[src/rtl/spi_agent_if.sv]
// spi_agent_if: pin-level SPI lines plus the byte-level parent handshake of spi_agent.
// Optional macro SPI_AGENT_MISO_OE_EN adds the miso_oe output enable.
interface spi_agent_if;
  logic       cpol;
  logic       cpha;
  logic       cs_n;
  logic       sck;
  logic       mosi;
  logic       miso;
  logic [7:0] tx_data;
  logic       tx_load;
  logic       tx_ready;
  logic [7:0] rx_data;
  logic       rx_valid;
  logic       busy;
`ifdef SPI_AGENT_MISO_OE_EN
  logic       miso_oe;

  modport slave (
    input  cpol, cpha, cs_n, sck, mosi, tx_data, tx_load,
    output miso, tx_ready, rx_data, rx_valid, busy, miso_oe
  );
  modport master (
    output cpol, cpha, cs_n, sck, mosi, tx_data, tx_load,
    input  miso, tx_ready, rx_data, rx_valid, busy, miso_oe
  );
`else
  modport slave (
    input  cpol, cpha, cs_n, sck, mosi, tx_data, tx_load,
    output miso, tx_ready, rx_data, rx_valid, busy
  );
  modport master (
    output cpol, cpha, cs_n, sck, mosi, tx_data, tx_load,
    input  miso, tx_ready, rx_data, rx_valid, busy
  );
`endif
endinterface

[src/rtl/spi_agent.sv]
// spi_agent: SPI target that oversamples cs_n/sck/mosi in the clk domain, moves one
// byte each way per 8 sck cycles in any cpol/cpha mode, and talks to its parent through
// a one-deep tx buffer and a one-cycle rx strobe.
// Optional macro SPI_AGENT_MISO_OE_EN adds miso_oe (= busy) and forces miso low while
// it is deasserted so the pin can be shared through a tristate at the top level.
module spi_agent (
  input  logic        clk,
  input  logic        rst_n,
  spi_agent_if.slave  bus
);

  typedef enum logic [0:0] {
    ST_IDLE   = 1'b0,
    ST_ACTIVE = 1'b1
  } state_t;

  state_t     r_state;
  state_t     w_state_nxt;

  logic       r_cs_s1, r_cs_s2, r_cs_s3;
  logic       r_sck_s1, r_sck_s2, r_sck_s3;
  logic       r_mosi_s1, r_mosi_s2;

  logic       r_cpol, r_cpha;
  logic [2:0] r_bit_cnt;
  logic [7:0] r_rx_shift;
  logic [7:0] r_tx_shift;
  logic [7:0] r_tx_buf;
  logic       r_tx_full;
  logic [7:0] r_rx_data;
  logic       r_rx_valid;
  logic       r_miso;

  logic       w_cpol_nxt, w_cpha_nxt;
  logic [2:0] w_bit_cnt_nxt;
  logic [7:0] w_rx_shift_nxt;
  logic [7:0] w_tx_shift_nxt;
  logic [7:0] w_tx_buf_nxt;
  logic       w_tx_full_nxt;
  logic [7:0] w_rx_data_nxt;
  logic       w_rx_valid_nxt;
  logic       w_miso_nxt;
  logic       w_consume;
  logic       w_lead, w_trail, w_sample, w_shift;
  logic       w_cs_fall, w_cs_rise;

  assign w_cs_fall = ~r_cs_s2 &  r_cs_s3;
  assign w_cs_rise =  r_cs_s2 & ~r_cs_s3;

  // Bring the asynchronous SPI pins into the clk domain; s3 taps give edge detection.
  always_ff @(posedge clk or negedge rst_n) begin
    if (!rst_n) begin
      r_cs_s1   <= 1'b1;
      r_cs_s2   <= 1'b1;
      r_cs_s3   <= 1'b1;
      r_sck_s1  <= 1'b0;
      r_sck_s2  <= 1'b0;
      r_sck_s3  <= 1'b0;
      r_mosi_s1 <= 1'b0;
      r_mosi_s2 <= 1'b0;
    end else begin
      r_cs_s1   <= bus.cs_n;
      r_cs_s2   <= r_cs_s1;
      r_cs_s3   <= r_cs_s2;
      r_sck_s1  <= bus.sck;
      r_sck_s2  <= r_sck_s1;
      r_sck_s3  <= r_sck_s2;
      r_mosi_s1 <= bus.mosi;
      r_mosi_s2 <= r_mosi_s1;
    end
  end

  // State register and all datapath registers, loaded from the next-value logic below.
  always_ff @(posedge clk or negedge rst_n) begin
    if (!rst_n) begin
      r_state    <= ST_IDLE;
      r_cpol     <= 1'b0;
      r_cpha     <= 1'b0;
      r_bit_cnt  <= 3'd0;
      r_rx_shift <= 8'h00;
      r_tx_shift <= 8'hFF;
      r_tx_buf   <= 8'h00;
      r_tx_full  <= 1'b0;
      r_rx_data  <= 8'h00;
      r_rx_valid <= 1'b0;
      r_miso     <= 1'b1;
    end else begin
      r_state    <= w_state_nxt;
      r_cpol     <= w_cpol_nxt;
      r_cpha     <= w_cpha_nxt;
      r_bit_cnt  <= w_bit_cnt_nxt;
      r_rx_shift <= w_rx_shift_nxt;
      r_tx_shift <= w_tx_shift_nxt;
      r_tx_buf   <= w_tx_buf_nxt;
      r_tx_full  <= w_tx_full_nxt;
      r_rx_data  <= w_rx_data_nxt;
      r_rx_valid <= w_rx_valid_nxt;
      r_miso     <= w_miso_nxt;
    end
  end

  // Next-state and datapath: frame start/stop on cs_n edges, sample/shift on sck edges.
  always_comb begin
    w_state_nxt    = r_state;
    w_cpol_nxt     = r_cpol;
    w_cpha_nxt     = r_cpha;
    w_bit_cnt_nxt  = r_bit_cnt;
    w_rx_shift_nxt = r_rx_shift;
    w_tx_shift_nxt = r_tx_shift;
    w_rx_data_nxt  = r_rx_data;
    w_rx_valid_nxt = 1'b0;
    w_consume      = 1'b0;
    w_lead         = (r_sck_s2 != r_sck_s3) && (r_sck_s3 == r_cpol);
    w_trail        = (r_sck_s2 != r_sck_s3) && (r_sck_s2 == r_cpol);
    w_sample       = r_cpha ? w_trail : w_lead;
    w_shift        = r_cpha ? w_lead  : w_trail;

    case (r_state)
      ST_IDLE: begin
        if (w_cs_fall) begin
          w_state_nxt    = ST_ACTIVE;
          w_cpol_nxt     = bus.cpol;
          w_cpha_nxt     = bus.cpha;
          w_bit_cnt_nxt  = 3'd0;
          w_rx_shift_nxt = 8'h00;
          w_tx_shift_nxt = r_tx_full ? r_tx_buf : 8'hFF;
          w_consume      = 1'b1;
        end else begin
          w_state_nxt    = ST_IDLE;
        end
      end
      ST_ACTIVE: begin
        if (w_cs_rise) begin
          // Frame aborted or finished: drop any partial byte.
          w_state_nxt    = ST_IDLE;
          w_bit_cnt_nxt  = 3'd0;
          w_rx_shift_nxt = 8'h00;
        end else if (w_sample) begin
          w_rx_shift_nxt = {r_rx_shift[6:0], r_mosi_s2};
          w_bit_cnt_nxt  = r_bit_cnt + 3'd1;
          if (r_bit_cnt == 3'd7) begin
            w_rx_data_nxt  = {r_rx_shift[6:0], r_mosi_s2};
            w_rx_valid_nxt = 1'b1;
            w_tx_shift_nxt = r_tx_full ? r_tx_buf : 8'hFF;
            w_consume      = 1'b1;
          end else begin
            w_rx_valid_nxt = 1'b0;
          end
        end else if (w_shift) begin
          // At bit_cnt 0 the freshly loaded MSB must stay on the line.
          if (r_bit_cnt != 3'd0) begin
            w_tx_shift_nxt = {r_tx_shift[6:0], 1'b1};
          end else begin
            w_tx_shift_nxt = r_tx_shift;
          end
        end else begin
          w_state_nxt    = ST_ACTIVE;
        end
      end
      default: begin
        w_state_nxt = ST_IDLE;
      end
    endcase

    // A consume frees the slot in the same cycle, so a simultaneous load is accepted.
    if (bus.tx_load && (!r_tx_full || w_consume)) begin
      w_tx_buf_nxt  = bus.tx_data;
      w_tx_full_nxt = 1'b1;
    end else begin
      w_tx_buf_nxt  = r_tx_buf;
      w_tx_full_nxt = w_consume ? 1'b0 : r_tx_full;
    end

    if (w_state_nxt == ST_ACTIVE) begin
      w_miso_nxt = w_tx_shift_nxt[7];
    end else begin
      w_miso_nxt = 1'b1;
    end
  end

  assign bus.tx_ready = ~r_tx_full;
  assign bus.rx_data  = r_rx_data;
  assign bus.rx_valid = r_rx_valid;
  assign bus.busy     = ~r_cs_s2;
`ifdef SPI_AGENT_MISO_OE_EN
  assign bus.miso_oe  = ~r_cs_s2;
  assign bus.miso     = (~r_cs_s2) ? r_miso : 1'b0;
`else
  assign bus.miso     = r_miso;
`endif

endmodule

[src/flat_wrapper.sv]
// flat-port wrapper written by rule: the top's interface ports become plain ports
module spi_agent_flat 
  (clk, rst_n, bus_cpol, bus_cpha, bus_cs_n, bus_sck, bus_mosi, bus_tx_data, bus_tx_load, bus_miso, bus_tx_ready, bus_rx_data, bus_rx_valid, bus_busy);
  spi_agent_if bus_i ();
  input  logic clk;
  input  logic rst_n;
  input wire logic [$bits(bus_i.cpol)-1:0] bus_cpol;
  input wire logic [$bits(bus_i.cpha)-1:0] bus_cpha;
  input wire logic [$bits(bus_i.cs_n)-1:0] bus_cs_n;
  input wire logic [$bits(bus_i.sck)-1:0] bus_sck;
  input wire logic [$bits(bus_i.mosi)-1:0] bus_mosi;
  input wire logic [$bits(bus_i.tx_data)-1:0] bus_tx_data;
  input wire logic [$bits(bus_i.tx_load)-1:0] bus_tx_load;
  output wire logic [$bits(bus_i.miso)-1:0] bus_miso;
  output wire logic [$bits(bus_i.tx_ready)-1:0] bus_tx_ready;
  output wire logic [$bits(bus_i.rx_data)-1:0] bus_rx_data;
  output wire logic [$bits(bus_i.rx_valid)-1:0] bus_rx_valid;
  output wire logic [$bits(bus_i.busy)-1:0] bus_busy;
  assign bus_i.cpol = bus_cpol;
  assign bus_i.cpha = bus_cpha;
  assign bus_i.cs_n = bus_cs_n;
  assign bus_i.sck = bus_sck;
  assign bus_i.mosi = bus_mosi;
  assign bus_i.tx_data = bus_tx_data;
  assign bus_i.tx_load = bus_tx_load;
  assign bus_miso = bus_i.miso;
  assign bus_tx_ready = bus_i.tx_ready;
  assign bus_rx_data = bus_i.rx_data;
  assign bus_rx_valid = bus_i.rx_valid;
  assign bus_busy = bus_i.busy;
  spi_agent u_core (.clk(clk), .rst_n(rst_n), .bus(bus_i));
endmodule
[config.mk]
export PLATFORM = sky130hd
export DESIGN_NAME = spi_agent_flat
export DESIGN_NICKNAME = d
export VERILOG_FILES = /design/src/rtl/spi_agent_if.sv /design/src/rtl/spi_agent.sv /design/src/flat_wrapper.sv
export SDC_FILE = /design/constraint.sdc
export NUM_CORES = 1
export LEC_CHECK = 0
export CAP_MARGIN = 15
export CORE_MARGIN = 5
export CORE_UTILIZATION = 48
export DETAILED_ROUTE_END_ITERATION = 16
export PLACE_DENSITY = 0.74
export SYNTH_ARGS = -nofsm -noshare
export SYNTH_HDL_FRONTEND = slang
export SYNTH_SLANG_ARGS = --single-unit
[constraint.sdc]
create_clock -name clk -period 1.74 [get_ports clk]
set_input_delay 0.348 -clock clk [delete_from_list [all_inputs] [get_ports clk]]
set_output_delay 0.348 -clock clk [all_outputs]
set_load 0.005 [all_outputs]
==> out/metrics.yaml, run 1 <==
outcome:
  status: "complete, but fails checks"
  violations: "setup timing"
floorplanning:
  dieArea_um2: 5460
  die_h_um: 73.9
  initial_utilization_pct: 49.3
  io-pin-count: 28
  coreArea_um2: 3970
  rows: 23
  die_w_um: 73.9
clock_tree:
  cts.clk_slew.worst_paths_ps: 90
  cts_tree: "yes"
  clockBufferDepth: 2
  cts_made_buffers: 5
  htree_levels: 2
  clock_latency_ps: 310
  cts-root-buf: "clkbuf_8"
  cts.sinks: 48
  ctsHoldBuffers: 0
power_and_ir_drop:
  p_per_area_nw_per_um2: 1160
  max-vdd-ir-drop_mv: 0.688
  leakage_nw: 1.19
  power_w: 0.00297
timing:
  fmax_mhz: 527
  hold_viol_final: 0
  final-max-slew-violation-count: 0
  worst_slack_ps: -156
  rsz0062_at_grt: "yes"
  max_slew_margin_pct: 61.5
  finalSetupViolCount: 22
  fin_setup_tns_ps: -1930
  skew_ps: 7.32
  min_period_ps: 1900
  max_slew.worst_pin.slew_ps: 577
  fin_crit_sh_pct: 109
logic_synthesis:
  seq_area_frac_synth_pct: 62.1
  synth.top_cell.area_share_pct: 46.0
  synth_top_family_by_area: "compound AO/OA/AOI/OAI gates"
  synth-adder-area-share_pct: 1.92
  synthArstFlopShare_pct: 100
  synth_simple_gate_area_share_pct: 11.6
  netlist_top_cells_area: "dfrtp_1 (46%), dfstp_2 (16%), nand2_1 (6.7%), mux2_2 (6.3%), a22o_1 (4.0%)"
  ys_ff_latch: 48
  syn_area_per_cell_um2: 12.6
  mappedNetlistNets: 175
  yosysWarnings: 0
  yosys_most_used_dff: "dfrtp_1"
  synth-xor-area-share_pct: 0.447
  synth_largest_area_cell: "dfrtp_1"
  synth_edf_count: 0
  synth_compound_area_share_pct: 14.9
  synthCells: 156
  synth.distinct_cells: 31
  synth_area_um2: 1960
  synthMuxAreaShare_pct: 7.60
worst_setup_path:
  r2r_setup_slack_ps: -160
  critPathMaxFanout: 7
  worstPathArrival_ps: 2090
  cp.required_ps: 1940
  crit_family: "multiplexers"
  r2r-start: "u_core.r_bit_cnt[0]"
  path_cells: "ha_2, ha_4, nand3b_1, mux2_4, o21ai_4, o21ai_4, buf_12, mux2_4"
  crit_type: "flop to flop"
  end_kind: "flop"
  start_kind: "flop"
  crit_slowest_cell: "dfrtp_1"
  max_stage_delay_ps: 380
  critPathBufInv: 1
  crit_start: "u_core.r_bit_cnt[0]"
  reg2regPathDepth: 8
  r2r-end: "u_core.r_tx_buf[1]"
global_routing:
  grt_pass1_wl_mm: 6.70
  antenna_found_initial: 0
  grt_start_max_net_pins: 49
  grt-ovfl-total: 0
  grtUsageTotal_pct: 16.7
  grt_pass1_vias: 1359
layout:
  nFillCells: 297
  multi_input_area_um2: 742
  utilization_pct: 64.2
  register_area_um2: 1220
  nets: 224
  syn2layout_area_growth_pct: 30.2
  diodes: 0
  drive_above_1_share_pct: 28.6
placed_design:
  dp_hpwl_mm: 2.75
  pre_cts_slack_ps: -153
  gp_congestion: 0.809
  port_buffers: 27
drt:
  drt_iter0_markers: 109
  via_count: 1363
  ant_nets: 0
  viasPerCell: 5.32
  totalWireLength_mm: 4.02
  drt_pass1_iterations: 4
  drt_drc_violations_left: 0
  routedWlPerCell_um: 15.7
job:
  drv_cap: 0
min_path:
  holdCritPathClass: "primary input to asynchronous set/reset pin"
-- worst reg2reg max path: stages (launching register included) --
cell and delay (ps):
dfrtp_1 380, ha_2 200, ha_4 130, nand3b_1 80
mux2_4 310, o21ai_4 180, o21ai_4 90, buf_12 140
mux2_4 290
-- worst max-delay path by stage --
stage / end / slack (ps) / depth (start not counted)
after global placement: u_core.r_tx_shift[1] / -80 / 7
after floorplan: u_core.r_tx_shift[0] / -100 / 8
after detailed placement: u_core.r_tx_shift[1] / -150 / 7
after CTS: u_core.r_tx_shift[1] / -140 / 7
final: u_core.r_tx_buf[1] / -160 / 8
after global routing: u_core.r_tx_buf[1] / -200 / 8
-- per-layer routing --
layer | part of all wire (%) | routed length (um) | up-vias | track usage, %
li1 | - | - | 641 | -
met1 | 45 | 1800 | 687 | 22.2
met2 | 49 | 1970 | 30 | 26.0
met3 | 4.5 | 180 | 5 | 5.06
met4 | 1.6 | 63 | 0 | 6.04
met5 | 0 | 0 | - | 0
-- repair_timing --
action,4_1_cts,5_1_grt
gates cloned,0,0
setup buffers,2,4
resized for setup,4,5
pin swaps,5,2
setup endpoints to repair,25,37
-- through the flow --
stage | hold WS [ps] | std cells | cell area, um^2
4_1_cts | 137 | 252 | 2510
3_3_place_gp | 335 | 242 | 2380
6_report | 121 | 256 | 2550
5_1_grt | 179 | 256 | 2550
3_5_place_dp | 336 | 242 | 2380
2_1_floorplan | 52.4 | 156 | 1980
-- registers in the layout (all words and copies together), names as in the netlist --
register             flops
u_core.r_cpol            1
u_core.r_tx_shift        8
u_core.r_cs_s2           1
u_core.r_bit_cnt         3
u_core.r_sck_s2          1
u_core.r_tx_full         1
u_core.bus.miso          1
u_core.r_rx_shift        7
u_core.bus.rx_data       8
u_core.r_mosi_s1         1
u_core.r_sck_s1          1
u_core.r_tx_buf          8
u_core.r_mosi_s2         1
u_core.r_state           1
u_core.r_cpha            1
u_core.r_cs_s1           1
u_core.r_sck_s3          1
u_core.r_cs_s3           1
u_core.bus.rx_valid      1
-- synth_stat cells (2+ instances only) --
| library cell | number |
|---|---|
| buf_2 | 2 |
| and2_1 | 2 |
| mux2_2 | 11 |
| a221o_1 | 6 |
| nand3b_1 | 2 |
| o21ai_0 | 2 |
| ha_1 | 3 |
| nor2b_1 | 3 |
| dfstp_2 | 12 |
| inv_1 | 3 |
| o21ai_4 | 2 |
| nand2b_1 | 4 |
| a22o_1 | 9 |
| a21boi_0 | 2 |
| nand2_1 | 35 |
| o21a_1 | 7 |
| nor2_1 | 2 |
| dfrtp_1 | 36 |
-- final cells by class --
type / count / area share, %
timing repair buffer: 44 / 16.1
tap: 50 / 2.45
sequential: 48 / 47.7
multi-input combinational: 101 / 29.1
inverter: 5 / 0.883
clock inverter: 2 / 0.539
clock buffer: 6 / 3.24
-- cell usage in the layout (no fill, tap or decap), types with 2 or more instances in the layout --
cell type,netlist,layout
nor2b_1,3,3
inv_1,3,3
mux2_4,1,3
nor2_1,2,2
clkdlybuf4s50_1,0,25
a22o_1,9,9
nand2_1,35,35
o21ai_4,2,2
o21a_1,7,6
nand2b_1,4,4
clkinv_2,0,2
and2_1,2,2
dfrtp_1,36,36
clkbuf_8,0,6
buf_4,0,15
mux2_2,11,9
dfstp_2,12,12
a221o_1,6,6
o21ai_1,0,2
nand3b_1,2,2
-- power by group --
part	internal, W	total, W	switching, W
clock	0.000325	0.000710	0.000385
sequential	0.00141	0.00155	0.000143
combinational	0.000410	0.000709	0.000298
-- logic make-up (layout without fill, tap and decap cells) --
| logic type | after synthesis | in the layout |
|---|---|---|
| mux | 13 | 13 |
| simple gates | 51 | 51 |
| compound gates | 33 | 33 |
| xor+xnor | 1 | 1 |
| fa+ha+maj | 3 | 3 |
| buf+inv | 7 | 57 |
| flops | 48 | 48 |
Power figures use the tool's default switching activity.
==> inputs of run 2 (changes only) <==
Settings changed: PLACE_DENSITY 0.74 to 0.82.
==> run 2 against run 1 <==
The flow still finishes with violations (setup timing). Power is 6.2% higher. Critical path depth stayed put. Sequential power hardly changed. Via count rose by 3.4%. Cell count grew 1.2%. Sequential share of layout area is 0.98 points lower. Maximum frequency shrank 1.8%. Flip-flop and latch count is the same.
==> out/metrics.yaml, run 2 (synthesis gave the netlist of run 1 again) <==
floorplanning:
  coreArea_um2: 3970  # unchanged
  rows: 23  # unchanged
  die_w_um: 73.9  # unchanged
  initial_utilization_pct: 49.3  # unchanged
  die_h_um: 73.9  # unchanged
  io-pin-count: 28  # unchanged
  dieArea_um2: 5460  # unchanged
job:
  drv_cap: 0  # unchanged
timing:
  max_slew.worst_pin.slew_ps: 578  # was 577 ps
  fmax_mhz: 518  # was 527 MHz
  skew_ps: 7.92  # was 7.32 ps
  hold_viol_final: 0  # unchanged
  final-max-slew-violation-count: 0  # unchanged
  worst_slack_ps: -191  # was -156 ps
  max_slew_margin_pct: 61.4  # was 61.5%
  finalSetupViolCount: 25  # was 22
  min_period_ps: 1930  # was 1900 ps
  fin_crit_sh_pct: 111  # was 109%
  rsz0062_at_grt: "yes"  # unchanged
  fin_setup_tns_ps: -2710  # was -1930 ps
drt:
  totalWireLength_mm: 4.47  # was 4.02 mm
  ant_nets: 0  # unchanged
  drt_drc_violations_left: 0  # unchanged
  drt_pass1_iterations: 4  # unchanged
  drt_iter0_markers: 108  # was 109
  viasPerCell: 5.44  # was 5.32
  routedWlPerCell_um: 17.2  # was 15.7 um
  via_count: 1409  # was 1363
global_routing:
  grt_start_max_net_pins: 49  # unchanged
  grtUsageTotal_pct: 17.6  # was 16.7%
  grt-ovfl-total: 0  # unchanged
  grt_pass1_vias: 1511  # was 1359
  grt_pass1_wl_mm: 7.16  # was 6.70 mm
  antenna_found_initial: 0  # unchanged
clock_tree:
  cts.clk_slew.worst_paths_ps: 80  # was 90 ps
  cts-root-buf: "clkbuf_8"  # unchanged
  htree_levels: 2  # unchanged
  clockBufferDepth: 2  # unchanged
  cts.sinks: 48  # unchanged
  cts_tree: "yes"  # unchanged
  ctsHoldBuffers: 0  # unchanged
  clock_latency_ps: 300  # was 310 ps
  cts_made_buffers: 5  # unchanged
worst_setup_path:
  worstPathArrival_ps: 2110  # was 2090 ps
  cp.required_ps: 1920  # was 1940 ps
  crit_type: "flop to flop"  # unchanged
  start_kind: "flop"  # unchanged
  critPathMaxFanout: 8  # was 7
  crit_start: "u_core.r_bit_cnt[0]"  # unchanged
  end_kind: "flop"  # unchanged
  r2r-start: "u_core.r_bit_cnt[0]"  # unchanged
power_and_ir_drop:
  max-vdd-ir-drop_mv: 0.669  # was 0.688 mV
  p_per_area_nw_per_um2: 1210  # was 1160 nW/um^2
  leakage_nw: 1.21  # was 1.19 nW
outcome:
  status: "complete, but fails checks"  # unchanged
  violations: "setup timing"  # unchanged
layout:
  final_area_um2: 2610  # was 2550 um^2
  nFillCells: 276  # was 297
  final_common_cell: "dfrtp_1"  # unchanged
  diodes: 0  # unchanged
  layout_common_cells: "dfrtp_1 (36), nand2_1 (35), clkdlybuf4s50_1 (25)"  # unchanged
  drive_above_1_share_pct: 29.7  # was 28.6%
  nets: 227  # was 224
  syn2layout_area_growth_pct: 33.0  # was 30.2%
placed_design:
  placed_area_um2: 2400  # was 2380 um^2
  port_buffers: 27  # unchanged
  gp_congestion: 0.864  # was 0.809
  dp_hpwl_mm: 2.91  # was 2.75 mm
min_path:
  holdCritPathClass: "primary input to asynchronous set/reset pin"  # unchanged
-- run 2: cell types whose count changed in the layout (fill, tap and decap cells not counted), sizes merged --
cell      delta
buf          +3
bufinv       +1
clkbuf       -1
clkinvlp     +1
inv          -1
-- run 2: stage by stage --
step	setup slack [ps]	utilization [%]	cells	hold slack [ps]	total power, W
final	-191	65.6	259	114	0.00315
after global routing	-211	65.6	259	171	0.00331
after CTS	-121	63.9	255	141	0.00309
after detailed placement	-141	60.5	245	340	0.00226
after global placement	-61.9	60.5	245	338	0.00219
after floorplan	-100	-	156	52.4	0.00194
-- run 2: layout make-up --
type,instances,area [um^2],share of cell area (%)
sequential,48,1220,46.7
multi-input combinational,101,756,29.0
timing repair buffer,47,438,16.8
clock buffer,5,68.8,2.64
tap,50,62.6,2.40
clock inverter,3,42.5,1.63
inverter,5,21.3,0.817
-- run 2: per-layer routing --
metal	wire length, um	up-vias	global-route usage [%]
met3	171	9	4.38
li1	-	646	-
met1	1880	721	21.9
met5	0	-	0
met4	60	0	5.23
met2	2360	33	29.9
-- run 2: critical path, cell delays in order, from the launching register on --
cell	delay (ps)
dfrtp_1	380
ha_2	200
ha_4	150
nand3b_1	90
mux2_4	300
o21ai_4	180
o21ai_4	70
buf_12	140
mux2_4	300
-- run 2: report_power, final --
part	switching, W	internal [W]
combinational	0.000331	0.000466
clock	0.000362	0.000425
sequential	0.000161	0.00141
total	0.000854	0.00230
-- run 2: timing repair --
item | CTS | global route
setup buffers | 2 | 4
resized for setup | 4 | 6
setup endpoints to repair | 24 | 37
pin swaps | 4 | 1
-- run 2: worst paths after layout --
path	endpoint	cells past startpoint	slack [ps]
worst min register to register	u_core.r_sck_s2	0	360
min in group clk	u_core.r_sck_s2	0	360
worst max-delay path	u_core.r_tx_buf[5]	8	-190
worst min-delay path	u_core.bus.rx_data[4]	2	110
max in group asynchronous	u_core.r_cpha	2	1220
worst max register to register	u_core.r_tx_buf[5]	8	-190
